`src/rtl/change_dispenser.sv`:
```
// Change dispenser: pays a requested amount greedily from ten/five/one coin tubes
// through a hopper handshake, with per-tube refill and a hopper-ack timeout.
module change_dispenser #(
  parameter logic [4:0] ONE         = 5'd1,
  parameter logic [4:0] FIVE        = 5'd5,
  parameter logic [4:0] TEN         = 5'd10,
  parameter logic [3:0] STOCK_INIT  = 4'd8,
  parameter logic [4:0] ACK_TIMEOUT = 5'd20
) (
  input  logic       clk,
  input  logic       reset,
  input  logic       req_valid,
  input  logic [4:0] req_amount,
  output logic       req_ready,
  output logic       coin_valid,
  output logic [4:0] coin_denom,
  input  logic       coin_ack,
  input  logic       refill,
  input  logic [4:0] refill_denom,
  input  logic [3:0] refill_count,
  output logic       done,
  output logic       short,
  output logic [4:0] short_amount,
  output logic       fault,
  output logic [3:0] stock_ten,
  output logic [3:0] stock_five,
  output logic [3:0] stock_one
);

  localparam int unsigned AMT_W = 5;
  localparam int unsigned CNT_W = 4;
  localparam int unsigned TMR_W = 5;

  typedef enum logic [2:0] {IDLE, SELECT, PAY, DONE, FAULT} state_e;
  typedef enum logic [1:0] {C_NONE, C_TEN, C_FIVE, C_ONE} coin_e;

  state_e             state_q, state_d;
  coin_e              coin_q, coin_d;
  logic [AMT_W-1:0]   remaining_q, remaining_d;
  logic [TMR_W-1:0]   timer_q, timer_d;
  logic [CNT_W-1:0]   ten_d, five_d, one_d;
  logic               short_d;
  logic [AMT_W-1:0]   short_amount_d;

  function automatic logic [CNT_W-1:0] sat_add(input logic [CNT_W-1:0] a,
                                               input logic [CNT_W-1:0] b);
    logic [CNT_W:0] s;
    s = {1'b0, a} + {1'b0, b};
    return s[CNT_W] ? {CNT_W{1'b1}} : s[CNT_W-1:0];
  endfunction

  function automatic logic [AMT_W-1:0] coin_value(input coin_e c);
    case (c)
      C_TEN:   return TEN;
      C_FIVE:  return FIVE;
      C_ONE:   return ONE;
      default: return '0;
    endcase
  endfunction

  // Next-state, datapath and tube bookkeeping
  always_comb begin
    state_d        = state_q;
    coin_d         = coin_q;
    remaining_d    = remaining_q;
    timer_d        = timer_q;
    ten_d          = stock_ten;
    five_d         = stock_five;
    one_d          = stock_one;
    short_d        = short;
    short_amount_d = short_amount;
    case (state_q)
      IDLE: begin
        if (refill) begin
          if (refill_denom == TEN)       ten_d  = sat_add(stock_ten, refill_count);
          else if (refill_denom == FIVE) five_d = sat_add(stock_five, refill_count);
          else if (refill_denom == ONE)  one_d  = sat_add(stock_one, refill_count);
        end
        if (req_valid) begin
          state_d        = SELECT;
          remaining_d    = req_amount;
          short_d        = 1'b0;
          short_amount_d = '0;
        end
      end
      SELECT: begin
        timer_d = '0;
        if (remaining_q == '0) begin
          state_d = DONE;
        end else if (TEN <= remaining_q && stock_ten != '0) begin
          coin_d  = C_TEN;
          state_d = PAY;
        end else if (FIVE <= remaining_q && stock_five != '0) begin
          coin_d  = C_FIVE;
          state_d = PAY;
        end else if (ONE <= remaining_q && stock_one != '0) begin
          coin_d  = C_ONE;
          state_d = PAY;
        end else begin
          state_d        = DONE;
          short_d        = 1'b1;
          short_amount_d = remaining_q;
        end
      end
      PAY: begin
        if (coin_ack) begin
          remaining_d = remaining_q - coin_value(coin_q);
          case (coin_q)
            C_TEN:   ten_d  = stock_ten - CNT_W'(1);
            C_FIVE:  five_d = stock_five - CNT_W'(1);
            C_ONE:   one_d  = stock_one - CNT_W'(1);
            default: ;
          endcase
          state_d = SELECT;
        end else if ((TMR_W + 1)'(timer_q) + (TMR_W + 1)'(1) >= (TMR_W + 1)'(ACK_TIMEOUT)) begin
          state_d = FAULT;
        end else begin
          timer_d = timer_q + TMR_W'(1);
        end
      end
      DONE:    state_d = IDLE;
      FAULT:   state_d = FAULT;
      default: state_d = IDLE;
    endcase
  end

  // State, datapath and registered outputs; outputs follow the next state
  always_ff @(posedge clk or negedge reset) begin
    if (!reset) begin
      state_q      <= IDLE;
      coin_q       <= C_NONE;
      remaining_q  <= '0;
      timer_q      <= '0;
      stock_ten    <= STOCK_INIT;
      stock_five   <= STOCK_INIT;
      stock_one    <= STOCK_INIT;
      short        <= 1'b0;
      short_amount <= '0;
      req_ready    <= 1'b1;
      coin_valid   <= 1'b0;
      coin_denom   <= '0;
      done         <= 1'b0;
      fault        <= 1'b0;
    end else begin
      state_q      <= state_d;
      coin_q       <= coin_d;
      remaining_q  <= remaining_d;
      timer_q      <= timer_d;
      stock_ten    <= ten_d;
      stock_five   <= five_d;
      stock_one    <= one_d;
      short        <= short_d;
      short_amount <= short_amount_d;
      req_ready    <= (state_d == IDLE);
      coin_valid   <= (state_d == PAY);
      coin_denom   <= (state_d == PAY) ? coin_value(coin_d) : '0;
      done         <= (state_d == DONE);
      fault        <= (state_d == FAULT);
    end
  end

endmodule

```
`config.mk`:
```
export PLATFORM = sky130hd
export DESIGN_NAME = change_dispenser
export DESIGN_NICKNAME = d
export VERILOG_FILES = /design/src/rtl/change_dispenser.sv
export SDC_FILE = /design/constraint.sdc
export NUM_CORES = 1
export LEC_CHECK = 0
export ABC_CLOCK_PERIOD_IN_PS = 2800
export CAP_MARGIN = 5
export CORE_UTILIZATION = 58
export CTS_CLUSTER_DIAMETER = 200
export CTS_CLUSTER_SIZE = 20
export DETAILED_ROUTE_END_ITERATION = 7
export PLACE_DENSITY_LB_ADDON = 0.1
export SETUP_SLACK_MARGIN = 0.05
export SLEW_MARGIN = 25
export SYNTH_ARGS = -nofsm -noshare
export SYNTH_HDL_FRONTEND = slang
export SYNTH_SLANG_ARGS = --single-unit
export TNS_END_PERCENT = 20
```
`constraint.sdc`:
```
create_clock -name clk -period 2.8 [get_ports clk]
set_input_delay 0.56 -clock clk [delete_from_list [all_inputs] [get_ports clk]]
set_output_delay 0.56 -clock clk [all_outputs]
set_load 0.01 [all_outputs]
```
Word-level counts from Yosys, hierarchy flattened --
Cells that the tools add are included.
Word-level totals: register bits 42, word-level logic and storage cells 134, output and inout bits 27
Cells by class: add/sub/neg operators 9, equal/unequal tests 32, reductions and logical operators 18, magnitude comparators 4, mux-type cells 57
Operator list (count):
- $mux W4 | 18
- $mux W5 | 12
- $pmux W5 S2 | 3
- $ne A2 B2 Y1 const B | 14
- $pmux W4 S2 | 3
- $pmux W4 S3 | 2
- $add A4 B4 Y5 | 3
- $pmux W3 S4 | 1
- $reduce_and A6 Y1 | 2
- $reduce_bool A4 Y1 | 3
- $sub A4 B1 Y4 const B | 3
- $mux W2 | 5
- $eq A3 B2 Y1 const B | 3
- $mux W1 | 9
- $mux W3 | 3
- $eq A2 B2 Y1 const B | 4
- $reduce_and A7 Y1 | 1
- $add A5 B1 Y6 const B | 1
- $eq A3 B3 Y1 const B | 2
- $ge A6 B5 Y1 const B | 1
- $logic_not A3 Y1 | 2
- $ne A2 B1 Y1 const B | 3
- $reduce_and A3 Y1 | 2
- $reduce_bool A2 Y1 | 3
- other kinds (14) | 17

Depth between registers and ports, before layout --
Gate-level depths: netlist of the first run.
depth after elaboration 10, depth in mapped cells 8, depth with buffers taken out 8

Worst setup path after synthesis of the first run --
No wires, ideal clock.
kind input to register, start input port refill_denom[4], end register stock_one[0], arrival time 1.801 ns, cell stages on the path 4, library setup time 0.125 ns, path buffers 0, required time 2.675 ns, path slack 0.874 ns, path through or4b_2 > o21ai_0 > nand2_1 > mux2_2
Between the ends: word-level cells in the longest chain between the ends 3, elaborated cells on any way between the ends 7, those cells by class eq/ne (6); reduce/logical (1)
Ends and longest elaborated chain:
- start, declared | line 19 | input logic [4:0] refill_denom,
- $eq A5 B1 Y1, or another cell as far along | line 77 | else if (refill_denom == ONE) one_d = sat_add(stock_one, refill_count);
- $ne A2 B2 Y1 (no line)
- $reduce_and A7 Y1 (no line) *
- end signal, assigned | line 151 | stock_one <= one_d;
- end, declared | line 27 | output logic [3:0] stock_one
Mark *: on every way between the ends. The rest lies on a longest branch, timed or not. A chain may end at the register's enable or synchronous reset.

Final worst setup path of the first run --
start input port refill_count[1], end register stock_five[3]
Between the ends: word-level cells in the longest chain between the ends 6
Ends and longest elaborated chain:
- start, declared | line 20 | input logic [3:0] refill_count,
- $add A4 B4 Y5 | line 48 | s = {1'b0, a} + {1'b0, b};
- $mux W4 | line 49 | return s[CNT_W] ? {CNT_W{1'b1}} : s[CNT_W-1:0];
- $mux W4 | line 76 | else if (refill_denom == FIVE) five_d = sat_add(stock_five, refill_count);
- $mux W4 | line 75 | if (refill_denom == TEN) ten_d = sat_add(stock_ten, refill_count);
- $mux W4 | line 74 | if (refill) begin
- $pmux W4 S2 | line 72 | case (state_q)
- end signal, assigned | line 150 | stock_five <= five_d;
- end, declared | line 26 | output logic [3:0] stock_five,
Every way passes these cells. The select of a mux whose other input is x is not followed.

==> results of run 1 <==
[power groups by stage]
stage	Combinational, mW	Clock [mW]	Sequential [mW]
after floorplan	1.22	0	1.03
after global placement	1.73	0	1.06
after detailed placement	1.80	0	1.06
after CTS	1.81	0.512	1.05
after global routing	2.03	0.544	1.09
final	1.82	0.502	1.05
[area by class of cell]
type | count | area [sq um]
clock inverter | 2 | 38.8
inverter | 24 | 90.1
timing repair buffer | 50 | 483
sequential | 40 | 1010
tap | 52 | 65.1
fill | 336 | 1120
clock buffer | 6 | 82.6
multi-input combinational | 209 | 1520
[worst register-to-register path, delay by kind of cell (launching register included)]
kind / cells / cell delay, ns
AOI/OAI and AO/OA: 4 / 0.91
and+or+nand+nor: 1 / 0.43
adders and majority gates: 1 / 0.21
DFF: 1 / 0.44
buffers and inverters: 1 / 0.12
[cell families (layout without fill, tap and decap cells)]
family | after synthesis | after routing | synth area share (%)
compound gates | 92 | 92 | 24.1
xor+xnor | 2 | 2 | 0.650
fa+ha+maj | 25 | 25 | 12.7
buf+inv | 37 | 82 | 6.31
flops | 40 | 40 | 37.3
mux | 3 | 3 | 1.16
other cells | 1 | 1 | 0.139
simple gates | 86 | 86 | 17.6
[metrics by stage]
step	hold WS (ns)	std cells	util (%)	instance area, sq um
floorplan	0.264	286	-	2700
global placement	0.489	375	71.7	3170
detailed placement	0.486	375	71.7	3170
CTS	0.411	383	74.5	3290
global route	0.270	383	74.5	3290
finish	0.226	383	74.5	3290
[metal layers]
metal / part of all wire, % / routed length [microns] / track usage, % / up-vias
met5: 0 / 0 / 0 / -
met4: 0.95 / 57 / 8.67 / 0
met3: 3.9 / 235 / 6.06 / 6
met2: 50 / 2980 / 44.9 / 55
met1: 46 / 2740 / 35.0 / 1145
li1: - / - / - / 1131
[flip-flops by register name, indices dropped and copies added, names as in the netlist, 2 cells and up]
signal	count
stock_ten	4
timer_q	5
short_amount	5
stock_one	4
coin_denom	3
remaining_q	5
state_q	3
stock_five	4
coin_q	2
[final timing paths]
| kind | from | end | slack [ns] | depth (start not counted) |
|---|---|---|---|---|
| min in group clk | short | short | 0.50 | 1 |
| min reg2reg | short | short | 0.50 | 1 |
| max reg2reg | stock_five[1] | short_amount[2] | 0.59 | 7 |
| min | reset | fault | 0.23 | 1 |
| max in group asynchronous | reset | stock_one[3] | 2.20 | 1 |
| max | refill_count[1] | stock_five[3] | 0.50 | 8 |
[synth_stat cells (all sizes together), types with 3 or more instances]
cell type,count
nor2,19
nor2b,4
a32oi,6
a22o,8
nor3,9
clkbuf,4
o2bb2ai,3
dfrtp,36
and2,4
nand2b,6
nor3b,6
dfstp,4
a21o,5
or3,3
o21a,4
nand3,4
ha,21
buf,9
nand2,18
inv,24
o22a,5
a21oi,17
o21ai,25
fa,4
==> flow_summary.json, run 1 <==
{
  "crit_type": "in2reg",
  "path_clk_slew_ns": 0.08,
  "numCtsBuffers": 5,
  "clkLatencyLatePin_ns": 0.29,
  "yosysTopAreaCell": "dfrtp_1",
  "grt_max_degree": 41,
  "synth_edf_count": 0,
  "antenna_cells": 0,
  "slew-limit-headroom_pct": 60.6,
  "syn_area_sq_mm": 0.00270,
  "p_sw_share_pct": 41.5,
  "hp-class": "in2async",
  "max_stage_delay_ns": 0.56,
  "clock_path_buffers": 2,
  "grt_usage_pct": 27.0,
  "rsz0062_at_grt": "false",
  "yosys_warnings": 0,
  "gp_congestion": 0.851,
  "final_nets": 374,
  "p_int_mw": 1.97,
  "period_needed_ns": 2.30,
  "routedWlPerCell_microns": 15.7,
  "tns_ns": 0,
  "critPathSlowestCell": "clkdlybuf4s50_1",
  "path_cells": "clkdlybuf4s50_1 > inv_1 > fa_1 > nor2b_1 > o21ai_0 > and2_1 > a32oi_1 > o22a_1",
  "vias": 2337,
  "cts_setup_buffers": 0,
  "async_flop_share_pct": 100,
  "ys_seq_elements": 40,
  "synth-seq-area-share_pct": 37.3,
  "drt_wl_total_microns": 6010,
  "drtAntennaViolNets": 0,
  "p_comb_share_pct": 53.8,
  "rows": 24,
  "p_per_area_mw_per_mm2": 1030,
  "syn_area_per_cell_sq_um": 9.42,
  "setup_viol": 0,
  "critPathRequiredTime_ns": 3.04,
  "finalHoldViolCount": 0,
  "io_pins": 46,
  "finalCritPeriodShare_pct": 82.2,
  "core_sq_mm": 0.00441,
  "crit_fanout": 4,
  "p_switching_mw": 1.40,
  "synth_cell_types": 60,
  "die_y_microns": 70.2,
  "leakage_nw": 1.48,
  "cap_violations": 0,
  "start_util_pct": 61.1,
  "synth_nets": 330,
  "post-place-ws_ns": 0.207,
  "seqPwrFrac_pct": 31.3,
  "clock_skew_ns": 0.00825,
  "grt_pass1_vias": 2308,
  "cts.sinks": 40,
  "worst_setup_path_end_kind": "flip-flop",
  "crit_family": "buffers and inverters",
  "grt_first_pass_wirelength_microns": 10500,
  "status": "finished, final reports clean",
  "yosys-top-cells-area": "dfrtp_1 33%, ha_1 9.7%, o21ai_0 4.3%",
  "cts_hold_buf": 0,
  "worstPathArrival_ns": 2.54,
  "viasPerCell": 6.10,
  "synth_top_cell_area_share_pct": 33.4,
  "cp-start-kind": "primary input",
  "final_cell_mix": "43 x clkdlybuf4s50_1, 36 x dfrtp_1, 24 x inv_1, 23 x o21ai_0, 21 x ha_1",
  "area_growth_pct": 22.1,
  "postCtsResizedCells": 0,
  "fin_total_pwr_mw": 3.37,
  "drt_iter0_drc": 126,
  "grt-ovfl-total": 0,
  "cts_root_buffer": "clkbuf_8",
  "drive_gt1_share_pct": 9.97,
  "cts_tree": "built",
  "drc": 0,
  "hpwl_microns": 4530,
  "peakVddDrop_v": 0.000559,
  "io_buffer_count": 44,
  "antenna_found_initial": 0,
  "htreeDepth": 2,
  "mostFrequentLayoutCell": "clkdlybuf4s50_1",
  "synthCells": 286,
  "fmax_ghz": 0.434,
  "drv_slew": 0,
  "ys.flop_type": "dfrtp_1",
  "tightestPinTransition_ns": 0.588,
  "crit_buf_inv": 2,
  "die-width_microns": 70.2,
  "pwr-share-clk_pct": 14.9,
  "dieArea_sq_mm": 0.00492,
  "drtPass1Iterations": 4,
  "fin_ws_ns": 0.497
}
Note: power is estimated with default switching activity, not from simulation.
==> run 2: changes to the inputs <==
Settings changed: ABC_CLOCK_PERIOD_IN_PS 2800 to 2200, CORE_UTILIZATION 58 to 53.
Clock period 2.8 ns to 2.2 ns, I/O delays scaled along.
==> run 2 against run 1 <==
  * Clock power down 5.6%
  * Sequential power rose by 26%
  * Total power grew 28%
  * Flip-flop and latch count stayed put
  * Largest cell class unchanged
==> flow_summary.json, run 2 (same netlist as run 1, synthesis figures left out) <==
{
  "status": "finished, final reports clean",
  "vias": 2392,
  "drc": 0,
  "cts_tree": "built",
  "finalHoldViolCount": 0,
  "finalNonFillerCells": 420,
  "leakage_nw": 1.59,
  "grt-ovfl-total": 0,
  "die-width_microns": 73.3,
  "worstPathArrival_ns": 2.34,
  "clkLatencyLatePin_ns": 0.30,
  "period_needed_ns": 2.11,
  "cts_setup_buffers": 0,
  "grt_max_degree": 41,
  "design_area_sq_mm": 0.00346,
  "reg2reg_from": "timer_q[0]",
  "nFillCells": 415,
  "rsz0062_at_grt": "true",
  "grt_usage_pct": 25.2,
  "drv_slew": 0,
  "clock_path_buffers": 2,
  "io_buffer_count": 44,
  "drive_gt1_share_pct": 17.0,
  "crit_type": "in2reg",
  "cap_violations": 0,
  "finalCritPeriodShare_pct": 96.0,
  "worst_setup_path_end_kind": "flip-flop",
  "fmax_ghz": 0.473,
  "io_pins": 46,
  "hp-class": "in2async",
  "final_cell_mix": "41 x clkdlybuf4s50_1, 36 x dfrtp_1, 29 x buf_4, 23 x inv_1, 23 x o21ai_0",
  "routedWlPerCell_microns": 14.6,
  "tightestPinTransition_ns": 0.634,
  "antenna_cells": 0,
  "slew-limit-headroom_pct": 57.4,
  "dieArea_sq_mm": 0.00537,
  "setup_viol": 0,
  "drt_wl_total_microns": 6140,
  "core_sq_mm": 0.00482,
  "path_clk_slew_ns": 0.08,
  "start_util_pct": 55.9,
  "antenna_found_initial": 0,
  "clock_skew_ns": 0.00775,
  "peakVddDrop_v": 0.000659,
  "critPathSlowestCell": "or4b_2",
  "drtAntennaViolNets": 0,
  "drtPass1Iterations": 6,
  "critPathLaunch": "refill_denom[4]",
  "viasPerCell": 5.70,
  "p_per_area_mw_per_mm2": 1240,
  "gp_congestion": 0.817,
  "crit_fanout": 7,
  "hpwl_microns": 4570,
  "crit_family": "simple AND/OR/NAND/NOR gates",
  "cp-start-kind": "primary input",
  "drt_iter0_drc": 89,
  "rows": 25,
  "cts_hold_buf": 0,
  "final_nets": 397,
  "postPlaceCellArea_sq_mm": 0.00336,
  "crit_buf_inv": 2,
  "die_y_microns": 73.3,
  "reg_top3": "remaining_q x5, short_amount x5, timer_q x5",
  "path_cells": "clkdlybuf4s50_1 > or4b_2 > nor2_1 > o2bb2ai_1 > inv_1 > o22a_1",
  "cts.sinks": 40,
  "cts_root_buffer": "clkbuf_8",
  "max_stage_delay_ns": 0.69,
  "area_growth_pct": 28.5,
  "grt_first_pass_wirelength_microns": 10400,
  "numCtsBuffers": 5,
  "dp_cells": 413,
  "grt_pass1_vias": 2328,
  "htreeDepth": 2,
  "mostFrequentLayoutCell": "clkdlybuf4s50_1",
  "critPathRequiredTime_ns": 2.43
}
## run 2: layer usage
| layer | vias up | wire length (microns) | track usage [%] |
|---|---|---|---|
| li1 | 1169 | - | - |
| met1 | 1164 | 2910 | 33.3 |
| met2 | 52 | 2910 | 42.4 |
| met3 | 7 | 251 | 4.66 |
| met4 | 0 | 71 | 7.48 |
| met5 | - | 0 | 0 |
## run 2: path summary, 6_finish.rpt
check                                end  slack, ns  cells past startpoint
setup / recovery           stock_five[3]       0.09                      6
hold / removal                state_q[1]       0.20                      2
setup reg to reg           coin_denom[2]       0.15                      6
hold reg to reg                    short       0.50                      1
max in group asynchronous   stock_one[3]       1.63                      2
min in group clk                   short       0.50                      1
## run 2: final cells by class
| cell class | count | area, sq um | share of cell area [%] |
|---|---|---|---|
| Clock buffer | 5 | 68.8 | 1.99 |
| Clock inverter | 2 | 12.5 | 0.361 |
| Inverter | 24 | 90.1 | 2.60 |
| Multi-Input combinational cell | 209 | 1540 | 44.6 |
| Sequential cell | 40 | 1010 | 29.0 |
| Tap cell | 67 | 83.8 | 2.42 |
| Timing Repair Buffer | 73 | 658 | 19.0 |
## run 2: timing repair
action | 4_1_cts | 5_1_grt
gates resized for setup | 1 | 6
setup endpoints to repair | 2 | 16
gates cloned | 0 | 0
## run 2: per-stage QoR
stage | total power, mW | util [%] | TNS (ns) | setup WS, ns | hold WS (ns)
after floorplan | 2.86 | - | 0 | 0.275 | 0.144
after CTS | 4.31 | 71.5 | 0 | 0.0873 | 0.216
after global routing | 4.70 | 71.9 | 0 | 0.0192 | 0.246
final | 4.31 | 71.9 | 0 | 0.0869 | 0.199
after global placement | 3.75 | 69.7 | -1.54 | -0.170 | 0.487
after detailed placement | 3.82 | 69.7 | -1.88 | -0.221 | 0.480
## run 2: power breakdown
group | internal (mW) | switching (mW)
logic | 1.28 | 1.23
registers | 1.00 | 0.319
clock network | 0.215 | 0.260
total | 2.50 | 1.81
==> run 3: changes to the inputs <==
Settings changed: CORE_ASPECT_RATIO set to 0.5.
==> run 3 against run 2 <==
  * Setup slack better by 0.041 ns
  * Via count rose by 2.1%
  * Flip-flop and latch count stayed put
  * Combinational power hardly changed
  * Sequential power barely moved
  * Hold slack worse by 0.11 ns
  * Register-to-register slack improved by 0.02 ns
  * Clock power rose by 35%
  * Die area increased by 0.32%
  * Critical path depth unchanged
  * Critical endpoint unchanged
  * Highest routed layer unchanged
==> flow_summary.json, run 3 (same netlist as run 1, synthesis figures left out) <==
{
  "status": "finished, final reports clean",
  "reg_top3": "remaining_q x5, short_amount x5, timer_q x5",
  "dieArea_sq_mm": 0.00539,
  "slew-limit-headroom_pct": 64.2,
  "numCtsBuffers": 5,
  "drc": 0,
  "worstPathArrival_ns": 2.31,
  "critPathLaunch": "refill_denom[4]",
  "grt-ovfl-total": 0,
  "setup_viol": 0,
  "cts.sinks": 40,
  "tightestPinTransition_ns": 0.537,
  "fin_total_pwr_mw": 4.50,
  "final_cell_mix": "42 x clkdlybuf4s50_1, 35 x dfrtp_1, 25 x buf_4, 24 x inv_1, 23 x o21ai_0",
  "dp_cells": 409,
  "clkLatencyLatePin_ns": 0.29,
  "routedWlPerCell_microns": 15.9,
  "postPlaceCellArea_sq_mm": 0.00335,
  "cap_violations": 0,
  "design_area_sq_mm": 0.00352,
  "reg2reg_from": "stock_one[1]",
  "fin_ws_ns": 0.128,
  "p_per_area_mw_per_mm2": 1280,
  "io_pins": 46,
  "path_cells": "clkdlybuf4s50_1 > or4b_2 > nor2_1 > o2bb2ai_1 > o21a_1 > o22a_1",
  "cp-start-kind": "primary input",
  "drtPass1Iterations": 4,
  "post-place-ws_ns": -0.283,
  "hpwl_microns": 4980,
  "grt_first_pass_wirelength_microns": 11100,
  "cts_setup_buffers": 0,
  "peakVddDrop_v": 0.000810,
  "finalNonFillerCells": 417,
  "path_clk_slew_ns": 0.08,
  "critPathRequiredTime_ns": 2.43,
  "crit_fanout": 7,
  "viasPerCell": 5.86,
  "drt_iter0_drc": 94,
  "core_sq_mm": 0.00464,
  "crit_type": "in2reg",
  "htreeDepth": 2,
  "period_needed_ns": 2.07,
  "drv_slew": 0,
  "final_nets": 394,
  "mostFrequentLayoutCell": "clkdlybuf4s50_1",
  "clock_skew_ns": 0.00689,
  "antenna_cells": 0,
  "grt_pass1_vias": 2365,
  "area_growth_pct": 30.6,
  "gp_congestion": 0.837,
  "rows": 17,
  "cts_hold_buf": 0,
  "die-width_microns": 103,
  "wl_met2_microns": 3220,
  "cts_root_buffer": "clkbuf_8",
  "critPathSlowestCell": "or4b_2",
  "vias": 2442,
  "fmax_ghz": 0.483,
  "leakage_nw": 1.60,
  "cts_tree": "built",
  "die_y_microns": 52.4,
  "hp-class": "in2async",
  "top_layer_used": "met4",
  "grt_max_degree": 41,
  "grt_usage_pct": 27.4,
  "io_buffer_count": 44,
  "drt_wl_total_microns": 6650,
  "wl_met3_microns": 330,
  "max_stage_delay_ns": 0.68,
  "worst_setup_path_end_kind": "flip-flop",
  "finalCritPeriodShare_pct": 94.2,
  "clock_path_buffers": 2,
  "start_util_pct": 58.1,
  "detail_route.wirelength.met1_microns": 3040,
  "rsz0062_at_grt": "true",
  "antenna_found_initial": 0,
  "drtAntennaViolNets": 0,
  "drive_gt1_share_pct": 17.7,
  "finalHoldViolCount": 0
}
run 3: what timing repair did:
action / in CTS / in global routing
setup endpoints to repair: 12 / 25
endpoints found under the hold margin: 0 / 0
resized for setup: 1 / 11
gates cloned: 0 / 0
run 3: area by class of cell:
class / instances / area [sq um]
clock buffers: 6 / 82.6
clock inverters: 2 / 38.8
fillers: 353 / 1120
inverters: 24 / 90.1
multi-input cells: 209 / 1570
flip-flops and latches: 40 / 1010
well taps: 66 / 82.6
repair buffers: 70 / 646
run 3: stage by stage:
step	utilization (%)	setup TNS, ns	hold slack (ns)
2_1_floorplan	-	0	0.144
3_3_place_gp	72.2	-1.45	0.425
3_5_place_dp	72.2	-2.33	0.427
4_1_cts	74.9	0	0.105
5_1_grt	75.9	0	0.116
6_report	75.9	0	0.0915
run 3: layer usage:
layer / up-vias / track usage, %
met4: 0 / 5.63
met1: 1186 / 34.9
li1: 1174 / -
met2: 74 / 48.3
met5: - / 0
met3: 8 / 6.13
run 3: worst paths after layout:
check / to / slack, ns / cells after the start
max in group asynchronous: stock_one[3] / 1.83 / 2
setup / recovery: stock_five[3] / 0.13 / 6
hold / removal: timer_q[4] / 0.09 / 2
min in group clk: short_amount[0] / 0.51 / 1
hold reg to reg: short_amount[0] / 0.51 / 1
setup reg to reg: short_amount[4] / 0.17 / 8
run 3: critical path: cells and delay by family:
kind	cells	cell delay, ns
and+or+nand+nor	2	0.79
AOI/OAI and AO/OA	3	0.65
buffers and inverters	1	0.41
run 3: report_power, final:
part	internal [mW]	leakage [nW]	switching, mW
clock network	0.371	0.0614	0.271
registers	1.00	0.496	0.335
logic	1.25	1.04	1.28
